**src/rtl/memory_timing_pkg.sv**
```systemverilog
// Shared timing constants and state encoding for the mercury-tank controllers.
// Contents: tank geometry (pulse positions per minor cycle, word lengths,
// slots per circulation) and the access-sequencer state enum.
package memory_timing_pkg;

  localparam int BITS_PER_MINOR = 18;
  localparam int DATA_BITS      = 17;
  localparam int LONG_BITS      = 35;
  localparam int SLOTS          = 32;
  localparam int ADDR_W         = 5;

  typedef enum logic [1:0] {
    IDLE,
    WAIT,
    XFER,
    DONE
  } tank_state_e;

endpackage

```
**src/rtl/memory_tank_access_ctrl_if.sv**
```systemverilog
// Request/response bus between the store's address/order logic and a tank
// access controller.
//   req/req_we/req_long/req_addr/req_wdata : request, held until ack
//   ack                                    : one-cycle completion pulse
//   rdata                                  : read result (LSB = first bit)
//   busy                                   : operation in progress
// master = requester side, slave = controller side.
interface memory_tank_access_ctrl_if #(
  parameter int ADDR_W = memory_timing_pkg::ADDR_W
);
  import memory_timing_pkg::*;

  logic                 req;
  logic                 req_we;
  logic                 req_long;
  logic [ADDR_W-1:0]    req_addr;
  logic [LONG_BITS-1:0] req_wdata;
  logic                 ack;
  logic [LONG_BITS-1:0] rdata;
  logic                 busy;

  modport master (
    output req, req_we, req_long, req_addr, req_wdata,
    input  ack, rdata, busy
  );

  modport slave (
    input  req, req_we, req_long, req_addr, req_wdata,
    output ack, rdata, busy
  );

endinterface

```
**src/rtl/memory_timing_counter.sv**
```systemverilog
// Free-running minor-cycle position counter for one delay-line tank.
// A counter value (slot, bit_pos) means the tank output currently carries
// bit bit_pos of word slot. bit_pos runs 0..BITS_PER_MINOR-1, slot advances
// on the bit_pos wrap and wraps after SLOTS words.
//   clk, rst_n  : bit-time clock, asynchronous active-low reset
//   slot        : current word (minor cycle) number
//   slot_start  : high while bit_pos == 0
module memory_timing_counter #(
  parameter int BITS_PER_MINOR = memory_timing_pkg::BITS_PER_MINOR,
  parameter int SLOTS          = memory_timing_pkg::SLOTS,
  parameter int ADDR_W         = memory_timing_pkg::ADDR_W
) (
  input  logic              clk,
  input  logic              rst_n,
  output logic [ADDR_W-1:0] slot,
  output logic              slot_start
);

  localparam int                  POS_W     = $clog2(BITS_PER_MINOR);
  localparam logic [POS_W-1:0]    POS_LAST  = POS_W'(BITS_PER_MINOR - 1);
  localparam logic [ADDR_W-1:0]   SLOT_LAST = ADDR_W'(SLOTS - 1);

  logic [POS_W-1:0] bit_pos;

  always_ff @(posedge clk or negedge rst_n) begin
    if (!rst_n) begin
      bit_pos <= '0;
      slot    <= '0;
    end else if (bit_pos == POS_LAST) begin
      bit_pos <= '0;
      slot    <= (slot == SLOT_LAST) ? '0 : slot + ADDR_W'(1);
    end else begin
      bit_pos <= bit_pos + POS_W'(1);
    end
  end

  assign slot_start = (bit_pos == '0);

endmodule

```
**src/rtl/memory_tank_access_ctrl.sv**
```systemverilog
// Access sequencer for one 32-word mercury delay-line tank.
// Accepts one short (17-bit) or long (35-bit, even slot pair) read/write,
// waits for the addressed word to come round, then drives the tank gates
// and serialises (write) or deserialises (read) the word LSB first.
//   r2_clk, r2_rst_n : bit-time clock, asynchronous active-low reset
//   bus (slave)      : request/ack/rdata/busy handshake
//   tank_mob         : serial bit leaving the tank
//   tank_mib         : serial bit inserted into the tank
//   tank_clr         : break recirculation at the current bit
//   tank_in          : gate tank_mib into the tank
//   tank_out         : read gate toward the tank output
//   monitor_slot     : current slot counter for the monitor CRT
module memory_tank_access_ctrl #(
  parameter int BITS_PER_MINOR = memory_timing_pkg::BITS_PER_MINOR,
  parameter int SLOTS          = memory_timing_pkg::SLOTS,
  parameter int ADDR_W         = memory_timing_pkg::ADDR_W
) (
  input  logic                            r2_clk,
  input  logic                            r2_rst_n,
  memory_tank_access_ctrl_if.slave        bus,
  input  logic                            tank_mob,
  output logic                            tank_mib,
  output logic                            tank_clr,
  output logic                            tank_in,
  output logic                            tank_out,
  output logic [ADDR_W-1:0]               monitor_slot
);
  import memory_timing_pkg::*;

  localparam int             K_W          = $clog2(LONG_BITS);
  localparam logic [K_W-1:0] K_LAST_SHORT = K_W'(DATA_BITS - 1);
  localparam logic [K_W-1:0] K_LAST_LONG  = K_W'(LONG_BITS - 1);

  tank_state_e          state, state_nxt;
  logic [K_W-1:0]       k_q, k_cur;
  logic                 we_q, long_q;
  logic [ADDR_W-1:0]    eff_q;
  logic [LONG_BITS-1:0] wdata_q, rbuf_q, rbuf_nxt, rdata_q;
  logic [ADDR_W-1:0]    slot;
  logic                 slot_start, start_hit, xfer_act, last_bit;

  memory_timing_counter #(
    .BITS_PER_MINOR (BITS_PER_MINOR),
    .SLOTS          (SLOTS),
    .ADDR_W         (ADDR_W)
  ) u_timing (
    .clk        (r2_clk),
    .rst_n      (r2_rst_n),
    .slot       (slot),
    .slot_start (slot_start)
  );

  // Bit 0 of a transfer is moved while still in WAIT, on the cycle the
  // addressed word reaches the output; XFER then covers bits 1..N-1. This
  // keeps the gates aligned to the counter without a look-ahead compare.
  assign start_hit = (state == WAIT) && slot_start && (slot == eff_q);
  assign xfer_act  = start_hit || (state == XFER);
  assign k_cur     = (state == XFER) ? k_q : '0;
  assign last_bit  = (state == XFER) &&
                     (k_q == (long_q ? K_LAST_LONG : K_LAST_SHORT));

  always_comb begin
    state_nxt = state;
    case (state)
      IDLE:    if (bus.req)   state_nxt = WAIT;
      WAIT:    if (start_hit) state_nxt = XFER;
      XFER:    if (last_bit)  state_nxt = DONE;
      DONE:                   state_nxt = IDLE;
      default:                state_nxt = IDLE;
    endcase
  end

  always_comb begin
    rbuf_nxt = rbuf_q;
    if (xfer_act && !we_q) rbuf_nxt[k_cur] = tank_mob;
  end

  // Control stage: state, bit index and the held read result.
  always_ff @(posedge r2_clk or negedge r2_rst_n) begin
    if (!r2_rst_n) begin
      state   <= IDLE;
      k_q     <= '0;
      rdata_q <= '0;
    end else begin
      state <= state_nxt;
      if (start_hit) begin
        k_q <= K_W'(1);
      end else if (state == XFER) begin
        k_q <= k_q + K_W'(1);
      end
      // Final sampled bit is merged so rdata is complete on the ack cycle.
      if (last_bit && !we_q) rdata_q <= rbuf_nxt;
    end
  end

  // Request capture and read assembly; later req_* changes are ignored.
  always_ff @(posedge r2_clk) begin
    if (state == IDLE && bus.req) begin
      we_q    <= bus.req_we;
      long_q  <= bus.req_long;
      eff_q   <= bus.req_long ? {bus.req_addr[ADDR_W-1:1], 1'b0} : bus.req_addr;
      wdata_q <= bus.req_wdata;
      rbuf_q  <= '0;
    end else begin
      rbuf_q  <= rbuf_nxt;
    end
  end

  assign tank_clr     = xfer_act && we_q;
  assign tank_in      = xfer_act && we_q;
  assign tank_mib     = xfer_act && we_q && wdata_q[k_cur];
  assign tank_out     = xfer_act && !we_q;
  assign bus.ack      = (state == DONE);
  assign bus.busy     = (state == WAIT) || (state == XFER);
  assign bus.rdata    = rdata_q;
  assign monitor_slot = slot;

endmodule

```
**src/flat_wrapper.sv**
```systemverilog
// flat-port wrapper written by rule: the top's interface ports become plain ports
module memory_tank_access_ctrl_flat import memory_timing_pkg::*;
#(
  parameter int BITS_PER_MINOR = memory_timing_pkg::BITS_PER_MINOR,
  parameter int SLOTS          = memory_timing_pkg::SLOTS,
  parameter int ADDR_W         = memory_timing_pkg::ADDR_W
)
  (r2_clk, r2_rst_n, tank_mob, tank_mib, tank_clr, tank_in, tank_out, monitor_slot, bus_req, bus_req_we, bus_req_long, bus_req_addr, bus_req_wdata, bus_ack, bus_rdata, bus_busy);
  memory_tank_access_ctrl_if #(.ADDR_W(ADDR_W)) bus_i ();
  input  logic r2_clk;
  input  logic r2_rst_n;
  input  logic tank_mob;
  output logic tank_mib;
  output logic tank_clr;
  output logic tank_in;
  output logic tank_out;
  output logic [ADDR_W-1:0] monitor_slot;
  input wire logic [$bits(bus_i.req)-1:0] bus_req;
  input wire logic [$bits(bus_i.req_we)-1:0] bus_req_we;
  input wire logic [$bits(bus_i.req_long)-1:0] bus_req_long;
  input wire logic [$bits(bus_i.req_addr)-1:0] bus_req_addr;
  input wire logic [$bits(bus_i.req_wdata)-1:0] bus_req_wdata;
  output wire logic [$bits(bus_i.ack)-1:0] bus_ack;
  output wire logic [$bits(bus_i.rdata)-1:0] bus_rdata;
  output wire logic [$bits(bus_i.busy)-1:0] bus_busy;
  assign bus_i.req = bus_req;
  assign bus_i.req_we = bus_req_we;
  assign bus_i.req_long = bus_req_long;
  assign bus_i.req_addr = bus_req_addr;
  assign bus_i.req_wdata = bus_req_wdata;
  assign bus_ack = bus_i.ack;
  assign bus_rdata = bus_i.rdata;
  assign bus_busy = bus_i.busy;
  memory_tank_access_ctrl #(.BITS_PER_MINOR(BITS_PER_MINOR), .SLOTS(SLOTS), .ADDR_W(ADDR_W)) u_core (.r2_clk(r2_clk), .r2_rst_n(r2_rst_n), .bus(bus_i), .tank_mob(tank_mob), .tank_mib(tank_mib), .tank_clr(tank_clr), .tank_in(tank_in), .tank_out(tank_out), .monitor_slot(monitor_slot));
endmodule
```
**config.mk**
```make
export PLATFORM = sky130hd
export DESIGN_NAME = memory_tank_access_ctrl_flat
export DESIGN_NICKNAME = d
export VERILOG_FILES = /design/src/rtl/memory_timing_pkg.sv /design/src/rtl/memory_tank_access_ctrl_if.sv /design/src/rtl/memory_timing_counter.sv /design/src/rtl/memory_tank_access_ctrl.sv /design/src/flat_wrapper.sv
export SDC_FILE = /design/constraint.sdc
export NUM_CORES = 1
export LEC_CHECK = 0
export BUFFER_PORTS_ARGS = -buffer_cell sky130_fd_sc_hd__clkbuf_2
export CORE_MARGIN = 2
export CORE_UTILIZATION = 35
export CTS_BUF_LIST = sky130_fd_sc_hd__clkbuf_4
export CTS_CLUSTER_DIAMETER = 40
export DETAILED_ROUTE_END_ITERATION = 8
export PLACE_DENSITY = 0.65
export SYNTH_ARGS = -nofsm -noshare
export SYNTH_HDL_FRONTEND = slang
export SYNTH_SLANG_ARGS = --single-unit
```
**constraint.sdc**
```tcl
create_clock -name r2_clk -period 2.7 [get_ports r2_clk]
set_input_delay 0 -clock r2_clk [delete_from_list [all_inputs] [get_ports r2_clk]]
set_output_delay 0 -clock r2_clk [all_outputs]
set_load 0.03 [all_outputs]
```
After elaboration in Yosys (flattened, before gate mapping)

Index checks and enable logic that the tools add are counted.

Bits in latches: 0
Input bits: 46
Logic and storage cells: 58
Bits in writable memories: 0
Memories kept: 0
ROM bits: 0
Bits in registers: 130

Shifts and indexed selects: 0
Div/mod/pow operators: 0
Multipliers: 0
Bitwise operators: 0
Muxes and demuxes: 16
Reduce and logical (&&, ||, !) cells: 16
Equal/unequal tests: 10
Order comparisons: 2
Add/subtract/negate cells: 3

Operators by type and width:

| kind                                                        | number |
|---|---|
| bitwise mux 35 bit                                          | 1 |
| two-way mux 35 bit                                          | 1 |
| two-way mux 6 bit                                           | 4 |
| adder 5 x 1 -> 5 bit (second input constant)                | 2 |
| == test 5 bit (second input constant)                       | 2 |
| two-way mux 5 bit                                           | 2 |
| logical AND 1 bit                                           | 9 |
| one-hot mux 2 bit (4 select lines)                          | 1 |
| less-than comparator 6 x 7 -> 1 bit (second input constant) | 1 |
| adder 6 x 1 -> 6 bit (second input constant)                | 1 |
| binary-select mux 1 bit (select 6 bit)                      | 1 |
| demux 1 bit (select 6 bit)                                  | 1 |
| == test 6 bit                                               | 1 |
| >= comparator 6 x 1 -> 1 bit (second input constant)        | 1 |
| two-way mux 2 bit                                           | 3 |
| == test 5 bit                                               | 1 |
| zero test 5 bit                                             | 1 |
| == test 2 bit (second input constant)                       | 2 |
| != test 2 x 1 -> 1 bit (second input constant)              | 2 |
| AND reduction 3 bit                                         | 1 |
| == test 2 x 1 -> 1 bit (second input constant)              | 1 |
| zero test 2 bit                                             | 1 |
| logical OR 1 bit                                            | 2 |
| two-way mux 1 bit                                           | 2 |
| 3 further kinds                                             | 3 |

Logic depth before layout (Yosys ltp)

Depth in word-level cells: 8
Depth in mapped cells: 9
Gate-level depth less buffers: 7

Modules after synthesis

From an unflattened synthesis, not the netlist that was laid out.

Cells, all modules: 511
Area total of the unflattened synthesis: 5599.1 um2

By module, submodules not included:

| module                  | times used | area each (um2) | cells each |
|---|---|---|---|
| memory_tank_access_ctrl | 1          | 5053.6          | 459 |
| memory_timing_counter   | 1          | 545.5           | 52 |

Worst setup path before layout

No wires, ideal clock.

Path kind: flip-flop to flip-flop
Start: reg u_core.state[0]
End: reg u_core.eff_q[0], enable pin
Stages on the path, launching flop included: 6
Setup time: 423 ps
Data required time: 2277 ps
Path slack: -87 ps
Data arrival time: 2364 ps
Clock period less this slack: 2787 ps
Cells stage by stage: dfrtp_1 inv_1 ha_1 and2_1 clkbuf_1 clkbuf_1

Cells in the longest elaborated chain, start to end: 2

Ends and longest elaborated chain:

| element                  | line                           | RTL |
|---|---|---|
| start: declaration       | memory_tank_access_ctrl.sv:34  | `tank_state_e state, state_nxt;` |
| start signal: assignment | memory_tank_access_ctrl.sv:85  | `state <= state_nxt;` |
| zero test 2 bit          | memory_tank_access_ctrl.sv:98  | `if (state == IDLE && bus.req) begin` |
| logical AND 1 bit        | memory_tank_access_ctrl.sv:98  |  |
| end signal: assignment   | memory_tank_access_ctrl.sv:101 | `eff_q <= bus.req_long ? {bus.req_addr[ADDR_W-1:1], 1'b0} : bus.req_addr;` |
| end: declaration         | memory_tank_access_ctrl.sv:37  | `logic [ADDR_W-1:0] eff_q;` |

No other way between the ends.
A chain may end at the register's enable or synchronous reset.

Worst setup path in the final report

Start: reg u_core.state[0]
End: out tank_mib

Cells in the longest elaborated chain, start to end: 6

Ends and longest elaborated chain:

| element                                                                   | line                           | RTL |
|---|---|---|
| parallel branches: the longest is 5 deep, another holds two-way mux 6 bit | -                              |  |
| logical AND 1 bit (*)                                                     | memory_tank_access_ctrl.sv:111 | `assign tank_mib = xfer_act && we_q && wdata_q[k_cur];` |
| end: declaration                                                          | flat_wrapper.sv:13             | `output logic tank_mib;` |

Mark *: on every way between the ends. The select of a mux whose other input is x is not followed.

==> results.cfg <==
[global_route]
antenna_found_initial = 1
grt_pass1_vias = 4259
grt_max_degree = 70
grt_pass1_wl_um = 21450
grt.total_usage_pct = 16.67
grt-ovfl-total = 0

[floorplanning]
rows = 45
fp.dieH_um = 129.6
die_x_um = 129.6
start_util_pct = 36.04
core-area_sq_mm = 0.01531
dieArea_sq_mm = 0.01679
io_pins = 92

[placement]
dp_hpwl_um = 9053
io_buffers = 91
placed_cells = 784
place.gp.congestion = 0.8046

[status]
status = finished with violations
violations = negative setup slack

[sta]
rsz0062_at_grt = yes
holdWs_ns = 0.1495
tightestPinTransition_ns = 1.025
worst_slack_ns = -0.02335
final.period_utilization_pct = 100.9
finalCriticalPeriod_ns = 2.723
drv_slew = 0
max_freq_ghz = 0.3672
skew_ns = 0.02137
maxSlewHeadroom_pct = 31.67
hold_violations = 0
setup_violations = 1

[synth]
syn_area_sq_mm = 0.005519
synth_edf_count = 42
synth_seq_area_share_pct = 59.58
syn_area_per_cell_sq_um = 11.10
synth_warnings = 0
synth_seq_cells = 130
ys_async_sr_fraction_pct = 40.77
ys.flop_type = dfrtp_1
yosysUniqueCellTypes = 56
synth_nets = 553
netlist_instances = 497

[clock_tree]
path_clk_slew_ns = 0.13
clk_latency_ns = 0.55
cts-root-buf = clkbuf_4
cts.sinks = 130
numCtsBuffers = 17
cts_tree = built
cts_max_path_buffers = 2
htreeDepth = 4

[power]
ir_drop_mv = 0.3914
power.density_mw_per_mm2 = 842.8
clock_power_share_pct = 21.2
total_leakage_power_uw = 0.003026
pwr-share-comb_pct = 34.6
p_int_uw = 3608
p_sw_share_pct = 39.22
pwr-share-seq_pct = 44.2
netSwitchingPower_uw = 2328

[detailed_routing]
routed_wl_um = 13410
route.detailed.drc = 0
drtIter0Drc = 219
vias = 4167
viasPerCell = 4.829
drt-pass1-iter-count = 4
final_antenna_net_count = 0
wl_per_cell_um = 15.54

[final_layout]
nNetsFinal = 694
multiInputGateArea_sq_mm = 0.002130
drive_gt1_share_pct = 25.96
final_cells = 863
area_growth_pct = 27.61
nFillCells = 1470
ff_latch_area_sq_mm = 0.003292

[worst_setup_path]
ff2ff_path_depth = 7
critPathSlowestCell = dfrtp_1
critPathMaxStageDelay_ns = 0.41
worstPathRequired_ns = 2.70
path_max_fanout = 17
critPathLaunchType = register
r2r-end = u_core.bus.rdata[22]
r2r_start = u_core.state[0]
crit_type = reg -> out
arrival_ns = 2.72
worstSetupEndpointType = output pin
worstPathCellList = inv_2 > ha_4 > buf_8 > nand2_1 > buf_4 > o22ai_1 > a221oi_2 > o311ai_2 > a31oi_4 > clkbuf_8
crit_path_end = tank_mib
r2r_slack_ns = 0.55
critPathLaunch = u_core.state[0]

[job]
max_cap_viol_count = 0

[hold_path]
min_path_type = in -> async
area by class of cell:
| type | instances | area share (%) |
|---|---|---|
| sequential | 130 | 46.74 |
| multi-input combinational | 328 | 30.24 |
| timing repair buffer | 153 | 15.05 |
| tap | 211 | 3.748 |
| clock buffer | 18 | 1.919 |
| clock inverter | 14 | 1.848 |
| inverter | 8 | 0.4264 |
| antenna | 1 | 0.03553 |
Yosys cell counts (all sizes together) (2+ instances only):
master / instances / area [sq um]
nor2: 60 / 225.2
nand2: 58 / 217.7
dfrtp: 53 / 1326
edfxtp: 42 / 1261
o21ai: 42 / 210.2
mux2i: 40 / 400.4
dfxtp: 35 / 700.7
clkbuf: 18 / 67.56
nor3: 14 / 81.33
buf: 13 / 77.58
ha: 10 / 125.1
xnor2: 9 / 78.83
inv: 8 / 30.03
nand3: 8 / 40.04
a21oi: 7 / 35.03
mux2: 7 / 82.57
nand2b: 7 / 43.79
nor3b: 7 / 62.56
nor2b: 6 / 37.54
a31oi: 4 / 25.02
nand4: 4 / 25.02
nor4: 4 / 25.02
and2: 3 / 18.77
o31ai: 3 / 22.52
or3: 3 / 18.77
xor2: 3 / 26.28
a2111oi: 2 / 17.52
a211oi: 2 / 15.01
a221oi: 2 / 17.52
o221ai: 2 / 17.52
o311ai: 2 / 17.52
o31a: 2 / 17.52
or3b: 2 / 17.52
through the flow:
stage	util, %	instance area [sq um]	setup WS, ns	TNS [ns]	power [uW]
CTS	45.68	6995	0.006524	0	5907
finish	45.99	7043	-0.02335	-0.02335	5936
global placement	40.66	6227	0.4440	0	4435
global route	45.99	7043	-0.1271	-0.1271	6277
floorplan	-	5520	0.4702	0	3886
detailed placement	40.66	6227	0.3890	0	4506
layout by cell type, fill, tap and decap left out, drive strengths merged, types with 4 or more instances in the layout:
cell type,netlist,routed
nand2,58,58
dlygate4sd3,0,44
ha,10,10
nor3,14,14
nand4,4,4
nor3b,7,7
buf,13,18
clkinv,0,4
mux2,7,7
nand2b,7,7
dfxtp,35,35
a31oi,4,4
clkbuf,18,109
xnor2,9,9
nor2,60,60
inv,8,14
mux2i,40,40
edfxtp,42,42
a21oi,7,7
dfrtp,53,53
nor4,4,4
nand3,8,8
o21ai,42,42
nor2b,6,6
flip-flops by register name, indices dropped and copies added, names as in the netlist:
| signal | flops |
|---|---|
| u_core.k_q | 6 |
| u_core.we_q | 1 |
| u_core.eff_q | 5 |
| u_core.state | 2 |
| u_core.wdata_q | 35 |
| u_core.rbuf_q | 35 |
| u_core.u_timing.bit_pos | 5 |
| u_core.long_q | 1 |
| u_core.u_timing.slot | 5 |
| u_core.bus.rdata | 35 |
routing by layer:
metal,track usage (%),share of wire (%),vias up
met2,27.35,50,89
met4,6.894,2.0,0
li1,-,-,2035
met3,4.377,4.1,24
met5,0,0,-
met1,20.97,44,2019
worst max-delay path, delay by kind of cell (launching register included):
| kind | cells | cell delay, ns |
|---|---|---|
| flip-flops | 1 | 0.41 |
| AND/OR/NAND/NOR | 1 | 0.14 |
| buffers and inverters | 4 | 0.64 |
| AO/OA/AOI/OAI | 4 | 0.82 |
| adder cells (fa/ha/maj) | 1 | 0.17 |
power by group through the flow:
stage / Clock [uW] / Sequential, uW / Combinational, uW
final: 1260 / 2620 / 2060
after global routing: 1370 / 2660 / 2240
after detailed placement: 0 / 2680 / 1830
after global placement: 0 / 2660 / 1780
after floorplan: 0 / 2740 / 1140
after CTS: 1300 / 2620 / 1990
worst min path at each step:
stage,startpoint,end,cells after the start
finish,r2_rst_n,u_core.bus.rdata[15],2
global route,bus_req_addr[2],u_core.eff_q[2],2
CTS,bus_req_wdata[32],u_core.wdata_q[32],2
detailed placement,bus_req_wdata[13],u_core.wdata_q[13],1
global placement,bus_req_wdata[12],u_core.wdata_q[12],1
floorplan,r2_rst_n,u_core.bus.rdata[0],0
cell families (layout without fill, tap and decap cells):
| family | after synthesis | count (layout) | share of synthesized area [%] |
|---|---|---|---|
| AND/OR/NAND/NOR | 187 | 187 | 16.53 |
| flip-flops | 130 | 130 | 59.58 |
| AO/OA/AOI/OAI | 72 | 72 | 7.799 |
| multiplexers | 47 | 47 | 8.751 |
| buffers and inverters | 39 | 193 | 3.174 |
| XOR/XNOR | 12 | 12 | 1.904 |
| adder cells (fa/ha/maj) | 10 | 10 | 2.267 |
| other | 0 | 1 | 0 |
timing repair:
item | in CTS | in global routing
cloned | 0 | 0
hold buffers | 44 | 0
setup buffers | 2 | 0
pin swaps | 2 | 1
resized for setup | 14 | 9
endpoints found under the hold margin | 80 | 0
endpoints found under the setup margin | 1 | 3
Note: power is estimated with default switching activity, not from simulation.
